--- src/rtl/prog_loader.sv ---
// rtl/prog_loader.sv - framed program image loader for the 8-bit CPU RAM
// Frame: LEN, BASE, LEN data bytes, CSUM; holds the CPU halted while loading.
module prog_loader #(
   parameter int TIMEOUT = 1023,
   parameter int TW      = 10
) (
   input  logic       clk,
   input  logic       rst,
   input  logic       start,
   input  logic       in_valid,
   input  logic [7:0] in_data,
   output logic       in_ready,
   output logic [7:0] ram_addr,
   output logic [7:0] ram_data,
   output logic       ram_wren,
   output logic       cpu_halt,
   output logic       cpu_run,
   output logic       busy,
   output logic       done,
   output logic       err
);

   typedef enum logic [2:0] {
      S_IDLE, S_LEN, S_BASE, S_DATA, S_CSUM, S_RUN, S_DONE, S_ERR
   } state_t;

   localparam logic [TW-1:0] TMO_LAST = TW'(TIMEOUT - 1);

   state_t        state;
   logic [7:0]    len;
   logic [7:0]    cnt;
   logic [7:0]    acc;
   logic [7:0]    ptr;
   logic [TW-1:0] tmo;
   logic          accept;

   always_comb begin
      in_ready = (state == S_LEN) || (state == S_BASE) ||
                 (state == S_DATA) || (state == S_CSUM);
      accept   = in_ready && in_valid;
   end

   // Status outputs are pure decodes of the state register.
   assign cpu_halt = in_ready;
   assign cpu_run  = (state == S_RUN);
   assign busy     = !((state == S_IDLE) || (state == S_DONE) || (state == S_ERR));
   assign done     = (state == S_DONE);
   assign err      = (state == S_ERR);

   always_ff @(posedge clk) begin
      if (rst) begin
         state    <= S_IDLE;
         len      <= 8'd0;
         cnt      <= 8'd0;
         acc      <= 8'd0;
         ptr      <= 8'd0;
         tmo      <= '0;
         ram_addr <= 8'd0;
         ram_data <= 8'd0;
         ram_wren <= 1'b0;
      end else begin
         ram_wren <= 1'b0;
         case (state)
            S_IDLE, S_DONE, S_ERR: begin
               if (start) begin
                  state <= S_LEN;
                  acc   <= 8'd0;
                  cnt   <= 8'd0;
                  tmo   <= '0;
               end
            end
            S_RUN: state <= S_DONE;
            default: begin
               if (accept) begin
                  tmo <= '0;
                  case (state)
                     S_LEN: begin
                        len   <= in_data;
                        state <= (in_data == 8'd0) ? S_ERR : S_BASE;
                     end
                     S_BASE: begin
                        ptr   <= in_data;
                        state <= S_DATA;
                     end
                     S_DATA: begin
                        ram_wren <= 1'b1;
                        ram_addr <= ptr;
                        ram_data <= in_data;
                        ptr      <= ptr + 8'd1;
                        acc      <= acc + in_data;
                        cnt      <= cnt + 8'd1;
                        if (cnt == len - 8'd1)
                           state <= S_CSUM;
                     end
                     default: state <= (in_data == acc) ? S_RUN : S_ERR;
                  endcase
               end else if (TIMEOUT != 0) begin
                  if (tmo == TMO_LAST)
                     state <= S_ERR;
                  else
                     tmo <= tmo + 1'b1;
               end
            end
         endcase
      end
   end

endmodule
--- config.mk ---
export PLATFORM = sky130hd
export DESIGN_NAME = prog_loader
export DESIGN_NICKNAME = d
export VERILOG_FILES = /design/src/rtl/prog_loader.sv
export SDC_FILE = /design/constraint.sdc
export NUM_CORES = 1
export LEC_CHECK = 0
export ABC_AREA = 1
export CORE_AREA = 2 2 110 112
export CTS_BUF_LIST = sky130_fd_sc_hd__clkbuf_4
export CTS_CLUSTER_DIAMETER = 40
export DETAILED_ROUTE_END_ITERATION = 12
export DIE_AREA = 0 0 112 114
export PLACE_DENSITY = 0.51
export SYNTH_ARGS = -nofsm -noshare
export SYNTH_HDL_FRONTEND = slang
export SYNTH_SLANG_ARGS = --single-unit
export TNS_END_PERCENT = 1
--- constraint.sdc ---
create_clock -name clk -period 2.3 [get_ports clk]
set_input_delay 0.23 -clock clk [delete_from_list [all_inputs] [get_ports clk]]
set_output_delay 0.23 -clock clk [all_outputs]
set_load 0.005 [all_outputs]
### Word-level counts from Yosys, hierarchy flattened

Cells that the tools add are included.

| operators by class | value |
|---|---|
| add/subtract/negate cells | 5 |
| equal/unequal tests | 13 |
| multiplexer cells | 21 |
| bitwise operators | 3 |
| reductions and logical operators | 22 |

Operators by type and width:

| operator | number |
|---|---|
| $pmux W8 S2 | 3 |
| $mux W8 | 5 |
| $mux W10 | 3 |
| $pmux W10 S2 | 1 |
| $add A8 B1 Y8 const B | 2 |
| $eq A8 B8 Y1 | 2 |
| $mux W3 | 5 |
| $reduce_and A3 Y1 | 5 |
| $eq A3 B3 Y1 const B | 4 |
| $add A10 B1 Y10 const B | 1 |
| $eq A10 B10 Y1 const B | 1 |
| $pmux W3 S3 | 1 |
| $add A8 B8 Y8 | 1 |
| $logic_not A8 Y1 | 1 |
| $sub A8 B1 Y8 const B | 1 |
| $eq A3 B2 Y1 const B | 2 |
| $pmux W3 S2 | 1 |
| $reduce_bool A2 Y1 | 3 |
| $reduce_or A6 Y1 | 1 |
| $logic_or A1 B1 Y1 | 5 |
| $ne A5 B3 Y1 const B | 1 |
| $reduce_and A4 Y1 | 1 |
| $reduce_bool A4 Y1 | 1 |
| $reduce_or A4 Y1 | 1 |
| other kinds (10) | 12 |

| word-level totals | value |
|---|---|
| flip-flop bits (word level) | 62 |
| bits of input ports | 12 |
| output and inout port bits | 23 |

### Logic depth before layout (Yosys ltp)

Gate-level depths: netlist (run 1).

| depth | value |
|---|---|
| word-level depth | 7 |
| gate-level depth with buffers | 15 |

### Least setup slack after synthesis (run 1)

Ideal clock, no wire load.

| timing path | value |
|---|---|
| kind | reg2reg |
| start | register state[2] |
| end | register tmo[4] |
| arrival time | 1.598 ns |
| path slack | 0.581 ns |
| cell stages (with the launch flop) | 13 |
| clock period less this slack | 1.719 ns |
| cells stage by stage | dfxtp_1 > inv_2 > nand2_1 > nand2_2 > a21oi_4 > nor2_2 > nand2_1 > nand3_1 > nand2_2 > inv_4 > nand2_1 > nand2_1 > nor3b_2 |

| between the ends | value |
|---|---|
| longest elaborated chain between the ends | 7 |

Ends and longest elaborated chain:

| element | line | RTL |
|---|---|---|
| start: declaration | 29 | `state_t state;` |
| start signal: assignment | 79 | `state <= (in_data == 8'd0) ? S_ERR : S_BASE;` |
| start signal: assignment | 95 | `default: state <= (in_data == acc) ? S_RUN : S_ERR;` |
| $eq A3 B1 Y1 / $eq A3 B2 Y1 (equally long branches) | 38 | `in_ready = (state == S_LEN) \|\| (state == S_BASE) \|\|` |
| $logic_or A1 B1 Y1 (2 in series) | 38 |  |
| $logic_or A1 B1 Y1 * | 39 | `(state == S_DATA) \|\| (state == S_CSUM);` |
| net cpu_halt | 16 | `output logic cpu_halt,` |
| $logic_and A1 B1 Y1 * | 40 | `accept = in_ready && in_valid;` |
| $ne A3 B2 Y1 (no source line) / $mux W10 (equally long branches) | n/a |  |
| $reduce_and A3 Y1 (no source line) / $pmux W10 S2 (equally long branches) | n/a |  |
| end signal: assignment | 101 | `tmo <= tmo + 1'b1;` |
| end: declaration | 34 | `logic [TW-1:0] tmo;` |

Mark *: on every way through the listed nets, which the timed path passes. The rest lies on a longest branch.
A chain may end at the register's enable or synchronous reset.

### Final worst setup path (run 1)

| timing path | value |
|---|---|
| start | register state[1] |
| end | output port cpu_halt |

| between the ends | value |
|---|---|
| longest elaborated chain between the ends | 4 |

Ends and longest elaborated chain:

| element | line |
|---|---|
| $eq A3 B1 Y1 / $eq A3 B2 Y1 (equally long branches) | 38 |
| $logic_or A1 B1 Y1 (2 in series) | 38 |
| $logic_or A1 B1 Y1 * | 39 |
| end: declaration | 16 |

Every way passes the cells marked *; elsewhere a longest branch is shown, timed or not.

==> metrics.md, run 1 <==
| Metric | Value |
|---|---|
| H-tree levels | `3` |
| Placed Area | `3980 um2` |
| Fin crit share | `94.5%` |
| Root buf cell | `clkbuf_4` |
| Worst-case clock buffer depth | `2` |
| Most frequent cell after synthesis | `nand2_1` |
| Worst hold start | `tmo[7]` |
| Synth warn | `0` |
| Post-Syn Instances | `509` |
| Total die area | `12800 um2` |
| Via/cell ratio | `4.76` |
| Top post-synthesis cells by area | `dfxtp_1 36%, nand2_1 13%, nor2_1 9.8%, a21oi_1 5.3%, inv_1 4.7%` |
| Slowest stage delay, CP | `0.56 ns` |
| Post-synthesis sequential area ratio | `36.4%` |
| GRT overflow | `0` |
| Yosys cell types | `39` |
| Die Width | `112 um` |
| Hpwl dp | `6850 um` |
| Power, Total | `3.61 mW` |
| Reg2Reg Setup Slack | `0.36 ns` |
| Vias in the first global route | `3226` |
| # setup viols final | `0` |
| Clk_skew | `0.0155 ns` |
| Io pins | `35` |
| FF+latch count, synth | `62` |
| Fillcell total | `1318` |
| Critical Path Source Type | `flip-flop` |
| Worst reg2reg path depth | `15` |
| First-pass GRT wire length | `15600 um` |
| Critical path class | `reg -> out` |
| P_leak | `1.70 nW` |
| CP endpoint kind | `output pin` |
| GR Util All Layers | `15.1%` |
| TritonRoute pass-1 iters | `4` |
| Iteration-0 DRC Markers | `143` |
| Layout cell share with drive strength beyond 1 | `9.66%` |
| Drt total wl | `9210 um` |
| Post-CTS Setup Bufs | `0` |
| Fin. Hold Viols | `0` |
| DR DRC count | `0` |
| Peak supply drop | `292 uV` |
| EDFF count, synth | `0` |
| Post-synth top flop | `dfxtp_1` |
| CP cell instances | `inv_2 > nand2_1 > nor2_1 > nor2_2 > clkdlybuf4s50_1` |
| Antenna viol nets, final | `0` |
| Hold Path End | `tmo[7]` |
| CTS sink cnt | `62` |
| Clock transition at path regs | `0.10 ns` |
| Clock Latency Late Sink | `0.42 ns` |
| Worst Tran Pin Value | `0.447 ns` |
| Syn Nets | `534` |
| Min cycle time layout | `2.17 ns` |
| Area grow syn2layout | `21.3%` |
| CP max-delay cell | `clkdlybuf4s50_1` |
| Area leader, netlist | `dfxtp_1` |
| Hold Buf Count CTS | `0` |
| Status | `finished clean` |
| Unrepaired setup endpoints after global routing | `false` |
| Setup TNS | `0 ns` |
| Post-cts repair resize count | `0` |
| Worst Path Arrival | `1.94 ns` |
| Synth top area share | `36.4%` |
| Syn_area_per_cell | `6.71 um2` |
| Maximum clock rate | `460 MHz` |
| Post-route cell area | `4140 um2` |
| Core area | `11700 um2` |
| Hold Path Cell Cnt | `2` |
| PortBufs | `34` |
| Die span in y | `114 um` |
| Hold crit path type | `reg -> reg` |
| Syn Std Cell Area | `3410 um2` |
| Final Max Slew Viols | `0` |
| Nets@finish | `579` |
| Asr flop ratio synth | `0%` |
| Max_cap viols | `0` |
| Slew margin rel. | `70.0%` |
| Cell Rows | `40` |
| Initial Util | `29.1%` |
| Post-synth top cells | `114 x nand2_1, 89 x nor2_1, 62 x dfxtp_1` |
| Largest net degree at the start of global routing | `29` |
| Worst path required time | `2.07 ns` |
| Worst r2r dst | `state[1]` |
| Initial antenna violation count | `1` |
| Max FO, Critical Path | `6` |
| TritonCTS buffer count | `9` |
| Power per cell area | `871 nW/um2` |
| CTS tree | `done` |
| Worst setup path start | `state[1]` |
| Routed WL per cell | `13.0 um` |
| GPL Wtd Cong | `0.907` |
| Worst reg2reg startpoint | `len[0]` |
| Vias post-DR | `3363` |
cells in the final DEF, fill, tap and decap left out, drive strengths merged, types with 2 or more instances in the layout:
cell / count
nor4: 3
xor2: 5
nand4: 5
clkbuf: 10
nand3b: 3
nor3b: 4
inv: 51
o211ai: 2
ha: 12
buf: 13
o21a: 2
nor2: 92
o21ai: 33
clkdlybuf4s50: 34
nand2: 121
a21oi: 37
o221ai: 2
dfxtp: 62
xnor2: 5
a211oi: 3
nor3: 16
clkinv: 4
bufinv: 2
nand3: 30
metal layers:
metal	wire, um	GRT usage (%)	up-vias
met5	0	0	-
met4	109	4.72	0
met3	255	3.35	7
met2	4300	25.2	34
met1	4540	19.7	1569
li1	-	-	1753
state kept, by name (all words and copies together) (netlist names):
signal	cells
tmo	10
acc	8
cnt	8
len	8
ptr	8
ram_addr	8
ram_data	8
state	3
ram_wren	1
layout make-up:
| cell class | count | area, um2 | share of cell area, % |
|---|---|---|---|
| inverters | 52 | 198 | 4.77 |
| repair buffers | 47 | 438 | 10.6 |
| flip-flops and latches | 62 | 1240 | 30.0 |
| diodes | 1 | 2.50 | 0.0604 |
| multi-input cells | 382 | 1910 | 46.2 |
| clock buffers | 10 | 75.1 | 1.81 |
| clock inverters | 6 | 86.3 | 2.09 |
| well taps | 147 | 184 | 4.44 |
per-stage QoR:
step           worst slack, ns  instances  hold slack (ns)  util, %
2_1_floorplan            0.581        509            0.365        -
3_5_place_dp            0.0843        690            0.456     33.9
4_1_cts                 0.0446        706            0.471     35.3
5_1_grt                 0.0192        707            0.497     35.4
3_3_place_gp             0.163        690            0.451     33.9
6_report                 0.128        707            0.470     35.4
cell families after synthesis:
kind of cell / after synthesis / share of synthesized area, %
compound gates: 84 / 13.9
xor+xnor: 10 / 2.57
fa+ha+maj: 13 / 4.99
buf+inv: 65 / 7.55
flops: 62 / 36.4
simple gates: 275 / 34.7
critical path: cells and delay by family, from the launching register on:
kind          cells  cell delay (ns)
flops             1             0.43
buf+inv           2             0.66
simple gates      3             0.43
worst max path at each step:
stage / endpoint / slack (ns) / depth (start not counted)
after global placement: state[1] / 0.16 / 12
after floorplan: tmo[4] / 0.58 / 12
after CTS: cpu_halt / 0.04 / 6
after global routing: cpu_halt / 0.02 / 5
after detailed placement: state[1] / 0.08 / 12
final: cpu_halt / 0.13 / 5
power by group:
group / switching (mW) / leakage, nW / internal, mW / total (mW)
Clock: 0.422 / 0.0864 / 0.451 / 0.873
Sequential: 0.125 / 0.503 / 1.20 / 1.33
Combinational: 0.875 / 1.11 / 0.529 / 1.40
(Power assumes the default switching activity.)
==> run 2: changes to the inputs <==
--- a/config.mk
+++ b/config.mk
@@ -12,6 +12,8 @@
 export DETAILED_ROUTE_END_ITERATION = 12
 export DIE_AREA = 0 0 112 114
 export PLACE_DENSITY = 0.51
+export RECOVER_POWER = 50
+export SKIP_CTS_REPAIR_TIMING = 1
 export SYNTH_ARGS = -nofsm -noshare
 export SYNTH_HDL_FRONTEND = slang
 export SYNTH_SLANG_ARGS = --single-unit
==> metrics.md, run 2 (synthesized netlist as in run 1, its figures left out) <==
| Metric | Value |
|---|---|
| First-pass GRT wire length | `15600 um` |
| Initial antenna violation count | `1` |
| CP cell instances | `inv_2 > nand2_1 > nand2_2 > a21oi_4 > nor2_2 > clkdlybuf4s50_1` |
| Io pins | `35` |
| Clk_skew | `0.0150 ns` |
| Routed WL per cell | `13.0 um` |
| Worst Tran Pin Value | `0.581 ns` |
| PortBufs | `34` |
| Critical path class | `reg -> out` |
| Hold crit path type | `reg -> reg` |
| Max FO, Critical Path | `6` |
| Vias in the first global route | `3226` |
| GRT overflow | `0` |
| Critical Path Source Type | `flip-flop` |
| Most common cell after layout, fill and taps aside | `nand2_1` |
| Maximum clock rate | `461 MHz` |
| Die span in y | `114 um` |
| Root buf cell | `clkbuf_4` |
| Fillcell total | `1322` |
| Drt total wl | `9160 um` |
| GRT met1 Usage | `19.7%` |
| TritonRoute pass-1 iters | `4` |
| P_leak | `1.75 nW` |
| Worst-case clock buffer depth | `2` |
| H-tree levels | `3` |
| Met3 Use GR | `3.35%` |
| Antenna viol nets, final | `0` |
| Layout cell share with drive strength beyond 1 | `8.94%` |
| Worst path top cell family by delay | `buffers and inverters` |
| Iteration-0 DRC Markers | `130` |
| Final Max Slew Viols | `0` |
| Unrepaired setup endpoints after global routing | `false` |
| Slew margin rel. | `61.3%` |
| Area occupied by multi-input gates | `1910 um2` |
| Worst path required time | `2.07 ns` |
| Largest Register | `tmo` |
| CP max-delay cell | `clkdlybuf4s50_1` |
| Hpwl dp | `6850 um` |
| Max_cap viols | `0` |
| Area grow syn2layout | `20.9%` |
| Met2 GRT Util | `25.2%` |
| TritonCTS buffer count | `9` |
| Vias post-DR | `3367` |
| Worst Path Arrival | `1.94 ns` |
| Status | `finished clean` |
| Cell Rows | `40` |
| Die Width | `112 um` |
| Clock Latency Late Sink | `0.42 ns` |
| # setup viols final | `0` |
| Register cell area after layout | `1240 um2` |
| Largest net degree at the start of global routing | `29` |
| Power per cell area | `868 nW/um2` |
| GR Util All Layers | `15.1%` |
| Buf/Inv on CP | `2` |
| CP endpoint kind | `output pin` |
| Global route hottest layer | `met2` |
| Setup TNS | `0 ns` |
| Fin crit share | `94.4%` |
| Initial Util | `29.1%` |
| Most frequent cells in the layout | `115 x nand2_1, 90 x nor2_1, 61 x dfxtp_1, 44 x inv_1, 36 x a21oi_1` |
| Largest register FFs | `10` |
| Clock transition at path regs | `0.10 ns` |
| Total die area | `12800 um2` |
| CTS sink cnt | `62` |
| Peak supply drop | `293 uV` |
| Slowest stage delay, CP | `0.56 ns` |
| Power, Total | `3.58 mW` |
| Min cycle time layout | `2.17 ns` |
| Core area | `11700 um2` |
| DR DRC count | `0` |
| CTS tree | `done` |
| Fin. Hold Viols | `0` |
| Nets@finish | `579` |
| Via/cell ratio | `4.76` |
| GPL Wtd Cong | `0.907` |
-- run 2: cell types whose count changed in the layout (fill, tap and decap cells not counted) --
cell,delta
clkdlybuf4s50_1,-17
dlygate4sd3_1,+17
buf_4,-3
clkbuf_2,+2
clkbuf_1,+1
inv_1,+1
inv_2,-1
nand2_1,+1
nand2_2,-1
nor2_1,+1
nor2_2,-1
-- run 2: worst paths after layout --
path / slack [ns] / startpoint / cells past startpoint / end
worst min register to register: 0.47 / tmo[7] / 2 / tmo[7]
worst max register to register: 0.31 / state[1] / 8 / acc[5]
worst min-delay path: 0.47 / tmo[7] / 2 / tmo[7]
worst max-delay path: 0.13 / state[2] / 6 / cpu_halt
-- run 2: stage by stage --
| stage | cell area (um2) | cells | setup WS [ns] | util, % | hold WS, ns |
|---|---|---|---|---|---|
| global route | 4130 | 707 | 0.0192 | 35.2 | 0.497 |
| global placement | 3980 | 690 | 0.163 | 33.9 | 0.451 |
| floorplan | 3410 | 509 | 0.581 | - | 0.365 |
| finish | 4130 | 707 | 0.129 | 35.2 | 0.470 |
| detailed placement | 3980 | 690 | 0.0843 | 33.9 | 0.456 |
| CTS | 4140 | 706 | 0.0446 | 35.3 | 0.471 |
-- run 2: power by group --
| part | switching [mW] | total, mW | internal (mW) |
|---|---|---|---|
| logic | 0.872 | 1.39 | 0.514 |
| registers | 0.121 | 1.32 | 1.20 |
| clock network | 0.422 | 0.873 | 0.451 |
-- run 2: tightest hold or removal path, cell delays in order, from the launching register on --
cell	delay, ns
dfxtp_1	0.31
inv_1	0.06
a21oi_1	0.06
-- run 2: layout make-up --
cell class                      count  area share (%)
Antenna cell                        1          0.0606
Clock buffer                       10            1.82
Clock inverter                      6            2.09
Inverter                           52            4.79
Multi-Input combinational cell    382            46.3
Sequential cell                    62            30.1
Tap cell                          147            4.46
Timing Repair Buffer               47            10.4
-- run 2: layer usage --
metal  up-vias  share of wire (%)
met4         0                1.2
met5         -                  0
met3         5                3.8
met2        42                 47
li1       1752                  -
met1      1568                 49
==> RTL edit (settings of run 2) <==
The parameter `TW` goes from 10 to 11.
--- a/src/rtl/prog_loader.sv
+++ b/src/rtl/prog_loader.sv
@@ -2,7 +2,7 @@
 // Frame: LEN, BASE, LEN data bytes, CSUM; holds the CPU halted while loading.
 module prog_loader #(
    parameter int TIMEOUT = 1023,
-   parameter int TW      = 10
+   parameter int TW      = 11
 ) (
    input  logic       clk,
    input  logic       rst,
Function: same outputs for any inputs over 4 cycles, from zero or initial values and one cycle with rst high; that may be too few to reach the edited logic, so the function may still have changed.
==> RTL edit against run 2 <==
Final area rose by 1.1%; area after synthesis grew 2.3%; global-route usage decreased by 0.18 points; total power grew 4.2%; setup slack better by 55 ps; sequential cell count increased by 1; routed wire length hardly changed; sequential share of layout area increased by 0.12 points; critical path depth unchanged; critical path type unchanged; largest power group unchanged; highest routed layer unchanged.
==> RTL edit: results (changes against run 2) <==
* DR vias at 3,281 (-2.6%)
* Ranking of synthesized cells by area: dfxtp_1 36%, nand2_1 10%, nor2_1 8.1%
* Status: finished clean
* Largest register FFs at 11 (+1)
* Relative slew slack at 67.5% (+6.2 points)
* Synth top cells by count: 96 x nand2_1, 75 x nor2_1, 63 x dfxtp_1
* Peak Freq at 0.473 GHz (+2.6%)
* Seq/Total Area, Yosys at 36.1% (-0.26 points)
* GRT Util Overall at 14.9% (-0.18 points)
* Syn_nets at 527 (-1.3%)
* Arrival time worst endpoint at 1890 ps (-50 ps)
* Library cells used by synthesis at 43 (+10%)
* DRT iter0 DRCs at 145 (+12%)
* First-pass GRT wire length at 15,200 µm (-2.4%)
* Internal cell power at 0.00217 W (about the same)
* Vias in the first global route at 3,094 (-4.1%)
* ANT cells at 0 (-1)
* Initial antenna violation count at 0 (-1)
* H-tree lvl count at 3 (unchanged)
* Total Nets Final at 575 (-0.69%)
* Global placement routability congestion at 0.887 (-2.2%)
* Drt first pass iters at 6 (+2)
* Largest net degree at the start of global routing at 25 (-14%)
* Lkg Pwr at 1.78 nW (+1.7%)
* Share of cells above drive strength 1 at 12.3% (+3.3 points)
RTL edit: cell types whose count changed in the layout (fill, tap and decap cells not counted), sizes merged, moves of 2 or more:
cell / run 2 / this run
nor3b: 4 / 0
nor2: 92 / 83
xnor2: 5 / 3
clkdlybuf4s50: 17 / 19
nand3b: 3 / 0
inv: 51 / 61
a32o: 0 / 2
dlygate4sd3: 17 / 15
nor3: 16 / 9
nand4: 5 / 7
o21ai: 33 / 43
xor2: 5 / 8
nand2: 121 / 110
RTL edit: kinds of logic (layout without fill, tap and decap cells):
logic type,Yosys count,count (layout),synth area share (%)
simple gates,244,244,31.5
fa+ha+maj,13,13,4.87
flops,63,63,36.1
compound gates,97,97,16.2
xor+xnor,11,11,2.76
buf+inv,74,126,8.60
RTL edit: worst paths after layout:
kind / start / endpoint / cells past startpoint
worst max register to register: len[0] / state[1] / 14
worst max-delay path: state[2] / cpu_halt / 6
worst min register to register: tmo[5] / tmo[5] / 2
worst min-delay path: tmo[5] / tmo[5] / 2
RTL edit: cell type report:
type	count	area, µm²	area share (%)
Clock buffer	10	75.1	1.80
Multi-Input combinational cell	365	1930	46.2
Inverter	62	235	5.64
Timing Repair Buffer	49	439	10.5
Sequential cell	63	1260	30.2
Clock inverter	5	50.0	1.20
Tap cell	147	184	4.41
RTL edit: metrics by stage:
| step | setup WS (ps) | total power, W | hold slack [ps] | instance area (µm²) | instances |
|---|---|---|---|---|---|
| 2_1_floorplan | 610 | 0.00262 | 292 | 3490 | 502 |
| 3_3_place_gp | 91.5 | 0.00305 | 430 | 4070 | 686 |
| 3_5_place_dp | 53.1 | 0.00307 | 439 | 4070 | 686 |
| 4_1_cts | 167 | 0.00382 | 454 | 4190 | 701 |
| 5_1_grt | 13.6 | 0.00404 | 482 | 4170 | 701 |
| 6_report | 184 | 0.00373 | 448 | 4170 | 701 |
RTL edit: routing by layer:
metal | part of all wire (%) | up-vias | track usage [%]
met3 | 4.6 | 13 | 4.30
met5 | 0 | - | 0
met1 | 47 | 1478 | 18.6
met4 | 2.1 | 0 | 5.85
met2 | 47 | 55 | 24.6
li1 | - | 1735 | -
RTL edit: power by group through the flow:
| stage | Clock, W | Sequential (W) | Combinational (W) |
|---|---|---|---|
| 2_1_floorplan | 0 | 0.00137 | 0.00125 |
| 3_3_place_gp | 0 | 0.00140 | 0.00166 |
| 3_5_place_dp | 0 | 0.00139 | 0.00167 |
| 4_1_cts | 0.000768 | 0.00137 | 0.00168 |
| 5_1_grt | 0.000803 | 0.00139 | 0.00185 |
| 6_report | 0.000732 | 0.00137 | 0.00164 |
RTL edit: worst max-delay path, cell delays in order (launching register included):
cell and delay (ps):
dfxtp_1 440, inv_2 100, nand2_1 120, nand2_2 80, nor2_4 190, nor2_1 100, clkdlybuf4s50_1 450
